===== config.mk =====
export PLATFORM = sky130hd
export DESIGN_NAME = bcd_digit_entry
export DESIGN_NICKNAME = d
export VERILOG_FILES = /design/src/rtl/bcd_entry_pkg.sv /design/src/rtl/bcd_digit_entry.sv
export SDC_FILE = /design/constraint.sdc
export NUM_CORES = 1
export LEC_CHECK = 0
export CAP_MARGIN = 20
export CORE_MARGIN = 2
export CORE_UTILIZATION = 43
export CTS_CLUSTER_SIZE = 30
export DETAILED_ROUTE_END_ITERATION = 7
export PLACE_DENSITY = 0.84
export REMOVE_ABC_BUFFERS = 1
export SYNTH_ARGS = -nofsm -noshare
export SYNTH_HDL_FRONTEND = slang
export SYNTH_SLANG_ARGS = --single-unit
export TNS_END_PERCENT = 30

===== constraint.sdc =====
create_clock -name clk -period 1.9 [get_ports clk]
set_input_delay 0.38 -clock clk [delete_from_list [all_inputs] [get_ports clk]]
set_output_delay 0.38 -clock clk [all_outputs]
set_load 0.02 [all_outputs]

===== src/rtl/bcd_entry_pkg.sv =====
// Shared definitions for the BCD digit-entry block: FSM encoding and the
// largest legal decimal digit.
package bcd_entry_pkg;

  typedef enum logic [1:0] {
    ENTRY = 2'b00,
    REQ   = 2'b01,
    WAIT  = 2'b10
  } state_e;

  localparam logic [3:0] BCD_MAX_DIGIT = 4'd9;

endpackage


===== src/rtl/bcd_digit_entry.sv =====
// Two-digit BCD keypad entry with a start/done handshake to a downstream
// converter. Define BCD_ENTRY_TIMEOUT_EN to abandon WAIT after TIMEOUT cycles.
module bcd_digit_entry
  import bcd_entry_pkg::*;
#(
  parameter int unsigned TIMEOUT = 64
) (
  input  logic       clk,
  input  logic       reset,
  input  logic       digit_valid,
  input  logic [3:0] digit,
  input  logic       enter,
  input  logic       clear,
  input  logic       conv_ready,
  input  logic       conv_done,
  output logic       start,
  output logic [3:0] bcd1,
  output logic [3:0] bcd0,
  output logic [1:0] count,
  output logic       busy,
  output logic       err_tick
);

  state_e     state_q, state_d;
  logic [3:0] bcd1_q, bcd1_d;
  logic [3:0] bcd0_q, bcd0_d;
  logic [1:0] count_q, count_d;
  logic       start_d;
  logic       err_d;
  logic       tmo_hit;

`ifdef BCD_ENTRY_TIMEOUT_EN
  localparam int unsigned TW = (TIMEOUT > 1) ? $clog2(TIMEOUT) : 1;

  logic [TW-1:0] tmo_q;

  // Held at zero outside WAIT, so it starts from zero on every entry to WAIT.
  always_ff @(posedge clk or posedge reset) begin
    if (reset) begin
      tmo_q <= '0;
    end else if (state_q != WAIT) begin
      tmo_q <= '0;
    end else begin
      tmo_q <= tmo_q + 1'b1;
    end
  end

  assign tmo_hit = (state_q == WAIT) && (tmo_q == TW'(TIMEOUT - 1));
`else
  logic unused_timeout;
  assign unused_timeout = (TIMEOUT != 0);
  assign tmo_hit        = 1'b0;
`endif

  always_ff @(posedge clk or posedge reset) begin
    if (reset) begin
      state_q <= ENTRY;
      bcd1_q  <= '0;
      bcd0_q  <= '0;
      count_q <= '0;
    end else begin
      state_q <= state_d;
      bcd1_q  <= bcd1_d;
      bcd0_q  <= bcd0_d;
      count_q <= count_d;
    end
  end

  always_comb begin
    state_d = state_q;
    bcd1_d  = bcd1_q;
    bcd0_d  = bcd0_q;
    count_d = count_q;
    start_d = 1'b0;
    err_d   = 1'b0;
    unique case (state_q)
      ENTRY: begin
        // clear outranks enter, which outranks a digit strobe.
        if (clear) begin
          bcd1_d  = '0;
          bcd0_d  = '0;
          count_d = '0;
        end else if (enter) begin
          if (count_q != 2'd0) begin
            state_d = REQ;
          end else begin
            err_d = 1'b1;
          end
        end else if (digit_valid) begin
          if (digit > BCD_MAX_DIGIT) begin
            err_d = 1'b1;
          end else begin
            bcd1_d  = bcd0_q;
            bcd0_d  = digit;
            count_d = (count_q == 2'd2) ? 2'd2 : count_q + 2'd1;
          end
        end
      end
      REQ: begin
        if (conv_ready) begin
          start_d = 1'b1;
          state_d = WAIT;
        end
      end
      WAIT: begin
        // conv_done beats a coincident timeout and suppresses its error.
        if (conv_done || tmo_hit) begin
          state_d = ENTRY;
          bcd1_d  = '0;
          bcd0_d  = '0;
          count_d = '0;
          err_d   = !conv_done;
        end
      end
      default: begin
        state_d = ENTRY;
      end
    endcase
  end

  assign start    = start_d && !reset;
  assign err_tick = err_d && !reset;
  assign busy     = (state_q != ENTRY);
  assign bcd1     = bcd1_q;
  assign bcd0     = bcd0_q;
  assign count    = count_q;

endmodule

==> metrics.txt, run 1 <==
# TYPE chip_impl_metric gauge
chip_impl_metric{name="fp.dieArea",unit="um2"} 1965
chip_impl_metric{name="io_buffers",unit=""} 23
chip_impl_info{name="rr_endpoint",value="bcd0[3]"} 1
chip_impl_metric{name="path_max_fanout",unit=""} 2
chip_impl_metric{name="power.clock.fraction",unit="%"} 30.5
chip_impl_metric{name="groute.layer.met2.usage",unit="%"} 32.06
chip_impl_metric{name="drt_initial_violations",unit=""} 12
chip_impl_metric{name="post_cts_hold_buffer_count",unit=""} 0
chip_impl_metric{name="starting_density",unit="%"} 45.89
chip_impl_info{name="grt_setup_unrepaired",value="false"} 1
chip_impl_metric{name="post-route-drc-count",unit=""} 0
chip_impl_metric{name="power_frac_comb",unit="%"} 28.6
chip_impl_metric{name="grt_first_pass_wirelength",unit="mm"} 2.801
chip_impl_info{name="layout_commonest_cell",value="sky130_fd_sc_hd__clkdlybuf4s50_1"} 1
chip_impl_metric{name="cp_data_required_time",unit="ns"} 1.52
chip_impl_metric{name="seq_power_share",unit="%"} 40.8
chip_impl_info{name="run_status",value="completed"} 1
chip_impl_info{name="cts_root_buffer",value="sky130_fd_sc_hd__clkbuf_4"} 1
chip_impl_metric{name="r2r_cells",unit=""} 5
chip_impl_metric{name="ff_latch_area",unit="um2"} 300.3
chip_impl_metric{name="drv_slew",unit=""} 0
chip_impl_metric{name="power_leakage",unit="nW"} 0.5654
chip_impl_metric{name="synth_warn",unit=""} 0
chip_impl_metric{name="routed-via-count",unit=""} 655
chip_impl_metric{name="holdWs",unit="ns"} 0.5145
chip_impl_metric{name="tightestPinTransition",unit="ns"} 0.5316
chip_impl_metric{name="fin_nets",unit=""} 108
chip_impl_info{name="worstSetupEndpoint",value="err_tick"} 1
chip_impl_metric{name="final_util",unit="%"} 68.72
chip_impl_metric{name="finalHoldViolCount",unit=""} 0
chip_impl_metric{name="dp.cells",unit=""} 107
chip_impl_info{name="layout_common_cells",value="20 x sky130_fd_sc_hd__clkdlybuf4s50_1, 15 x sky130_fd_sc_hd__buf_4, 12 x sky130_fd_sc_hd__dfrtp_1"} 1
chip_impl_metric{name="clock-sinks",unit=""} 12
chip_impl_info{name="most_frequently_used_flop_master_after_synthesis",value="sky130_fd_sc_hd__dfrtp_1"} 1
chip_impl_metric{name="synth-seq-area-share",unit="%"} 42.93
chip_impl_metric{name="wl_per_cell",unit="um"} 15.33
chip_impl_metric{name="vias_per_cell",unit=""} 5.901
chip_impl_metric{name="die_y",unit="um"} 44.33
chip_impl_metric{name="clockBufferDepth",unit=""} 2
chip_impl_metric{name="irDropWorstVdd",unit="mV"} 0.4969
chip_impl_metric{name="antennaDiodeCount",unit=""} 0
chip_impl_metric{name="dp.final_hpwl",unit="mm"} 1.206
chip_impl_metric{name="io-pin-count",unit=""} 24
chip_impl_metric{name="maxClockFrequency",unit="MHz"} 542.2
chip_impl_metric{name="globalRouteMet3Util",unit="%"} 2.857
chip_impl_metric{name="grt_resource_usage_total",unit="%"} 19.42
chip_impl_metric{name="synth.cell_area",unit="um2"} 699.4
chip_impl_metric{name="cts_post_setup_buffers_inserted",unit=""} 0
chip_impl_metric{name="setup-violations-final",unit=""} 0
chip_impl_info{name="tritoncts_clock_tree",value="yes"} 1
chip_impl_metric{name="clk-insertion-delay-late",unit="ns"} 0.27
chip_impl_metric{name="cp.arrival",unit="ns"} 1.46
chip_impl_metric{name="cts-htree-levels",unit=""} 1
chip_impl_metric{name="synth-edff-count",unit=""} 0
chip_impl_metric{name="total_power",unit="mW"} 0.6883
chip_impl_metric{name="fin_crit_sh",unit="%"} 97.07
chip_impl_metric{name="cts.clk_slew.worst_paths",unit="ns"} 0.09
chip_impl_metric{name="pwr_density_cell",unit="nW/um2"} 657.3
chip_impl_info{name="worstSetupStartpointType",value="input pin"} 1
chip_impl_metric{name="final_layout_size_suffix_gt1_share",unit="%"} 27.37
chip_impl_metric{name="nFillCells",unit=""} 123
chip_impl_metric{name="grt_antenna_before_repair",unit=""} 0
chip_impl_info{name="critical_path.reg2reg.startpoint",value="state_q[0]"} 1
chip_impl_metric{name="pin_count_of_the_biggest_net_entering_global_routing",unit=""} 13
chip_impl_metric{name="die_width",unit="um"} 44.33
chip_impl_metric{name="clock-skew-final",unit="ns"} 0.002618
chip_impl_metric{name="drv.max_cap_violation_count",unit=""} 0
chip_impl_info{name="critical_path_class",value="input pin to output pin"} 1
chip_impl_metric{name="post_layout_nonfiller_instances",unit=""} 111
chip_impl_metric{name="area_growth",unit="%"} 49.73
chip_impl_metric{name="ant_nets",unit=""} 0
chip_impl_metric{name="netlist-cell-type-count",unit=""} 24
chip_impl_metric{name="synth_seq_cells",unit=""} 12
chip_impl_metric{name="global_route.usage.met1",unit="%"} 25.78
chip_impl_metric{name="drt_pre_antenna_iters",unit=""} 4
chip_impl_metric{name="core_area",unit="um2"} 1524
chip_impl_metric{name="proportion_of_total_power_due_to_net_switching",unit="%"} 29.51
chip_impl_metric{name="totalWireLength",unit="mm"} 1.702
chip_impl_metric{name="avgSynthCellArea",unit="um2"} 12.06
chip_impl_info{name="crit_path_from",value="clear"} 1
chip_impl_metric{name="internal-power",unit="mW"} 0.4852
chip_impl_info{name="element_type_at_the_critical_path_end",value="output pin"} 1
chip_impl_metric{name="routabilityCongestion",unit=""} 0.7420
chip_impl_metric{name="overflow",unit=""} 0
chip_impl_metric{name="ff2ff_setup_slack",unit="ns"} 0.42
chip_impl_metric{name="number_of_buffers_added_by_the_clock_tree_synthesis_step",unit=""} 3
chip_impl_metric{name="floorplan.rows",unit=""} 14
chip_impl_metric{name="synthCells",unit=""} 58
chip_impl_metric{name="layout_min_cycle_time",unit="ns"} 1.844
chip_impl_info{name="holdCritPathClass",value="input pin to async pin"} 1
chip_impl_metric{name="ys_async_sr_fraction",unit="%"} 100.0
chip_impl_metric{name="max_slew_margin",unit="%"} 64.36
chip_impl_info{name="busiest_layer",value="met2"} 1
chip_impl_metric{name="first_global_vias",unit=""} 625
chip_impl_metric{name="power.net_switching",unit="mW"} 0.2031
chip_impl_metric{name="multiInputGateArea",unit="um2"} 349.1
[area by class of cell]
cell class	count	share of cell area (%)
clock buffers	4	3.465
inverters	4	1.434
multi-input cells	38	33.33
repair buffers	37	31.18
well taps	16	1.912
flip-flops and latches	12	28.67
[metal layers]
| metal | share of wire, % | vias up |
|---|---|---|
| li1 | - | 308 |
| met1 | 46 | 330 |
| met2 | 49 | 15 |
| met3 | 3.3 | 2 |
| met4 | 0.71 | 0 |
| met5 | 0 | - |
[critical path, stage by stage]
cell and delay (ns):
sky130_fd_sc_hd__clkdlybuf4s50_1 0.43, sky130_fd_sc_hd__or3_4 0.35, sky130_fd_sc_hd__nor3_2 0.15, sky130_fd_sc_hd__buf_4 0.16
[flip-flops by register name, indices dropped and copies added (netlist names)]
| register | flops |
|---|---|
| bcd0 | 4 |
| bcd1 | 4 |
| state_q | 2 |
| count | 2 |
[synthesized netlist by cell type (2+ instances only)]
cell type | count | share of area, %
sky130_fd_sc_hd__a221o_1 | 10 | 14
sky130_fd_sc_hd__buf_4 | 2 | 2.1
sky130_fd_sc_hd__dfrtp_1 | 12 | 43
sky130_fd_sc_hd__inv_1 | 4 | 2.1
sky130_fd_sc_hd__nor4b_1 | 2 | 2.5
sky130_fd_sc_hd__o211a_1 | 10 | 14
[worst min path at each step]
stage                       start          to
final                       reset  state_q[1]
after detailed placement  bcd1[0]     bcd1[0]
after global routing      bcd1[0]     bcd1[0]
after global placement    bcd1[0]     bcd1[0]
after floorplan             reset     bcd0[0]
after CTS                   reset  state_q[1]
[cell families after synthesis]
kind of cell	synth area share, %
AOI/OAI and AO/OA	32.20
adders and majority gates	1.789
buffers and inverters	7.869
DFF	42.93
and+or+nand+nor	15.21
[power by group through the flow]
stage / logic (mW) / clock network, mW / registers (mW)
2_1_floorplan: 0.0758 / 0 / 0.302
3_3_place_gp: 0.196 / 0 / 0.285
3_5_place_dp: 0.198 / 0 / 0.286
4_1_cts: 0.199 / 0.211 / 0.281
5_1_grt: 0.213 / 0.223 / 0.283
6_report: 0.197 / 0.210 / 0.281
[stage by stage]
stage	setup TNS (ns)	setup slack [ns]	area [um2]
4_1_cts	0	0.005168	1047
5_1_grt	0	0.02082	1047
3_5_place_dp	-0.8510	-0.4726	1015
3_3_place_gp	-0.7538	-0.4296	1015
2_1_floorplan	0	0.1736	659.4
6_report	0	0.05570	1047
[repair_timing]
| item | in CTS | in global routing |
|---|---|---|
| cloned | 0 | 0 |
| pin swaps | 0 | 1 |
| gates resized for setup | 13 | 0 |
| setup endpoints to repair | 3 | 1 |
(Power assumes the default switching activity.)
==> inputs of run 2 (changes only) <==
- HOLD_SLACK_MARGIN: unset -> 0.05
- RECOVER_POWER: unset -> 100
==> run 2 against run 1 <==
Clock skew decreased by 0.0021 ns. Cell count unchanged. Wire length decreased by 1.0%. Clock power decreased by 2%. Critical path depth decreased by 1. Die area unchanged. Final area decreased by 1.3%. Total power decreased by 2.1%. Global-route usage unchanged. Combinational power decreased by 5%. Register-to-register slack about the same. Sequential power about the same.
==> metrics.txt, run 2 (synthesis gave the netlist of run 1 again) <==
# TYPE chip_impl_metric gauge
chip_impl_metric{name="grt_antenna_before_repair",unit=""} 0
chip_impl_info{name="tritoncts_clock_tree",value="yes"} 1
chip_impl_metric{name="cp_data_required_time",unit="ns"} 1.52
chip_impl_metric{name="setup_ws",unit="ns"} 0.04875
chip_impl_metric{name="drv_slew",unit=""} 0
chip_impl_metric{name="pin_count_of_the_biggest_net_entering_global_routing",unit=""} 13
chip_impl_metric{name="finalHoldViolCount",unit=""} 0
chip_impl_metric{name="io_buffers",unit=""} 23
chip_impl_metric{name="area_growth",unit="%"} 47.76
chip_impl_metric{name="die_y",unit="um"} 44.33
chip_impl_metric{name="drt_initial_violations",unit=""} 14
chip_impl_info{name="element_type_at_the_critical_path_end",value="output pin"} 1
chip_impl_metric{name="ant_nets",unit=""} 0
chip_impl_metric{name="totalWireLength",unit="mm"} 1.685
chip_impl_metric{name="holdWs",unit="ns"} 0.5366
chip_impl_metric{name="grt_resource_usage_total",unit="%"} 19.42
chip_impl_info{name="cts_root_buffer",value="sky130_fd_sc_hd__clkbuf_4"} 1
chip_impl_metric{name="post-route-drc-count",unit=""} 0
chip_impl_metric{name="dp.final_hpwl",unit="mm"} 1.206
chip_impl_info{name="holdCritPathClass",value="flip-flop to flip-flop"} 1
chip_impl_metric{name="routed-via-count",unit=""} 647
chip_impl_metric{name="final_util",unit="%"} 67.82
chip_impl_metric{name="drt_pre_antenna_iters",unit=""} 4
chip_impl_info{name="critical_path.top_delay_family",value="buffers and inverters"} 1
chip_impl_metric{name="vias_per_cell",unit=""} 5.829
chip_impl_metric{name="cp.arrival",unit="ns"} 1.47
chip_impl_metric{name="core_area",unit="um2"} 1524
chip_impl_metric{name="cts_post_setup_buffers_inserted",unit=""} 0
chip_impl_metric{name="clock-sinks",unit=""} 12
chip_impl_metric{name="cts.clk_slew.worst_paths",unit="ns"} 0.08
chip_impl_metric{name="die_width",unit="um"} 44.33
chip_impl_metric{name="power_leakage",unit="nW"} 0.5885
chip_impl_metric{name="clockBufferDepth",unit=""} 2
chip_impl_metric{name="dp.cells",unit=""} 107
chip_impl_metric{name="cts-htree-levels",unit=""} 1
chip_impl_info{name="worstSetupStartpointType",value="input pin"} 1
chip_impl_metric{name="pwr_density_cell",unit="nW/um2"} 652.2
chip_impl_metric{name="first_global_vias",unit=""} 625
chip_impl_metric{name="irDropWorstVdd",unit="mV"} 0.4759
chip_impl_metric{name="layout_min_cycle_time",unit="ns"} 1.851
chip_impl_metric{name="overflow",unit=""} 0
chip_impl_metric{name="antennaDiodeCount",unit=""} 0
chip_impl_metric{name="fin_crit_sh",unit="%"} 97.43
chip_impl_metric{name="wl_per_cell",unit="um"} 15.18
chip_impl_metric{name="maxClockFrequency",unit="MHz"} 540.2
chip_impl_metric{name="path_max_fanout",unit=""} 3
chip_impl_metric{name="routabilityCongestion",unit=""} 0.7420
chip_impl_metric{name="starting_density",unit="%"} 45.89
chip_impl_info{name="run_status",value="completed"} 1
chip_impl_info{name="timing.critical_path.slowest_stage_cell",value="sky130_fd_sc_hd__dlygate4sd3_1"} 1
chip_impl_metric{name="max_slew_margin",unit="%"} 63.69
chip_impl_metric{name="fp.dieArea",unit="um2"} 1965
chip_impl_info{name="layout_common_cells",value="12 x sky130_fd_sc_hd__dfrtp_1, 12 x sky130_fd_sc_hd__dlygate4sd3_1, 11 x sky130_fd_sc_hd__buf_4"} 1
chip_impl_metric{name="tightestPinTransition",unit="ns"} 0.5416
chip_impl_info{name="cells_along_the_critical_path",value="dlygate4sd3_1 -> nor4b_1 -> clkbuf_2"} 1
chip_impl_metric{name="io-pin-count",unit=""} 24
chip_impl_metric{name="clock-skew-final",unit="ns"} 0.0005047
chip_impl_metric{name="setup-violations-final",unit=""} 0
chip_impl_metric{name="clk-insertion-delay-late",unit="ns"} 0.27
chip_impl_metric{name="fin_nets",unit=""} 108
chip_impl_metric{name="post_layout_nonfiller_instances",unit=""} 111
chip_impl_metric{name="final_layout_size_suffix_gt1_share",unit="%"} 24.21
chip_impl_metric{name="drv.max_cap_violation_count",unit=""} 0
chip_impl_info{name="grt_setup_unrepaired",value="false"} 1
chip_impl_metric{name="cp_buf_inv_count",unit=""} 2
chip_impl_metric{name="floorplan.rows",unit=""} 14
chip_impl_metric{name="cp_slowest_stage_delay",unit="ns"} 0.59
chip_impl_metric{name="final_area",unit="um2"} 1033
chip_impl_metric{name="nFillCells",unit=""} 130
chip_impl_metric{name="number_of_buffers_added_by_the_clock_tree_synthesis_step",unit=""} 3
chip_impl_metric{name="detailedPlace.worstSlack",unit="ns"} -0.4726
chip_impl_metric{name="dpl-instance-area",unit="um2"} 1015
chip_impl_info{name="critical_path_class",value="input pin to output pin"} 1
chip_impl_metric{name="grt_first_pass_wirelength",unit="mm"} 2.801
run 2: report_power, final:
part / leakage (nW) / switching [mW] / total [mW] / internal [mW]
combinational: 0.402 / 0.0977 / 0.187 / 0.0895
sequential: 0.166 / 0.0110 / 0.280 / 0.269
clock: 0.0210 / 0.0901 / 0.206 / 0.116
run 2: per-layer routing:
layer  vias up  share of wire (%)  track usage [%]
met3         2                3.9            2.857
met1       320                 46            25.78
met5         -                  0                0
met2        15                 50            32.06
li1        310                  -                -
met4         0               0.71            7.273
run 2: timing repair:
action | 4_1_cts | 5_1_grt
resized for setup | 13 | 0
hold buffers | 0 | 0
endpoints found under the setup margin | 3 | 1
pin swaps | 0 | 1
run 2: stage by stage:
| step | setup TNS [ns] | power [mW] |
|---|---|---|
| final | 0 | 0.6740 |
| after global routing | 0 | 0.7087 |
| after CTS | 0 | 0.6913 |
| after detailed placement | -0.8510 | 0.4839 |
| after global placement | -0.7538 | 0.4811 |
| after floorplan | 0 | 0.3780 |
run 2: final timing paths:
kind,start,to,slack [ns],cells after the start
max,reset,start,0.05,3
min,bcd1[0],bcd1[0],0.54,1
max reg2reg,state_q[0],bcd0[3],0.42,4
min reg2reg,bcd1[0],bcd1[0],0.54,1
max in group asynchronous,reset,bcd1[1],0.94,2
min in group asynchronous,reset,state_q[1],0.64,2
run 2: cell type report:
| type | count | area (um2) | area share (%) |
|---|---|---|---|
| clock buffers | 4 | 36.28 | 3.511 |
| inverters | 4 | 15.01 | 1.453 |
| multi-input cells | 38 | 349.1 | 33.78 |
| flip-flops and latches | 12 | 300.3 | 29.06 |
| well taps | 16 | 20.02 | 1.937 |
| repair buffers | 37 | 312.8 | 30.27 |
run 2: worst register-to-register path, delay by kind of cell (launching register included):
kind                   cells  cell delay (ns)
AOI/OAI and AO/OA          2             0.36
DFF                        1             0.40
and+or+nand+nor            1             0.49
buffers and inverters      1             0.17
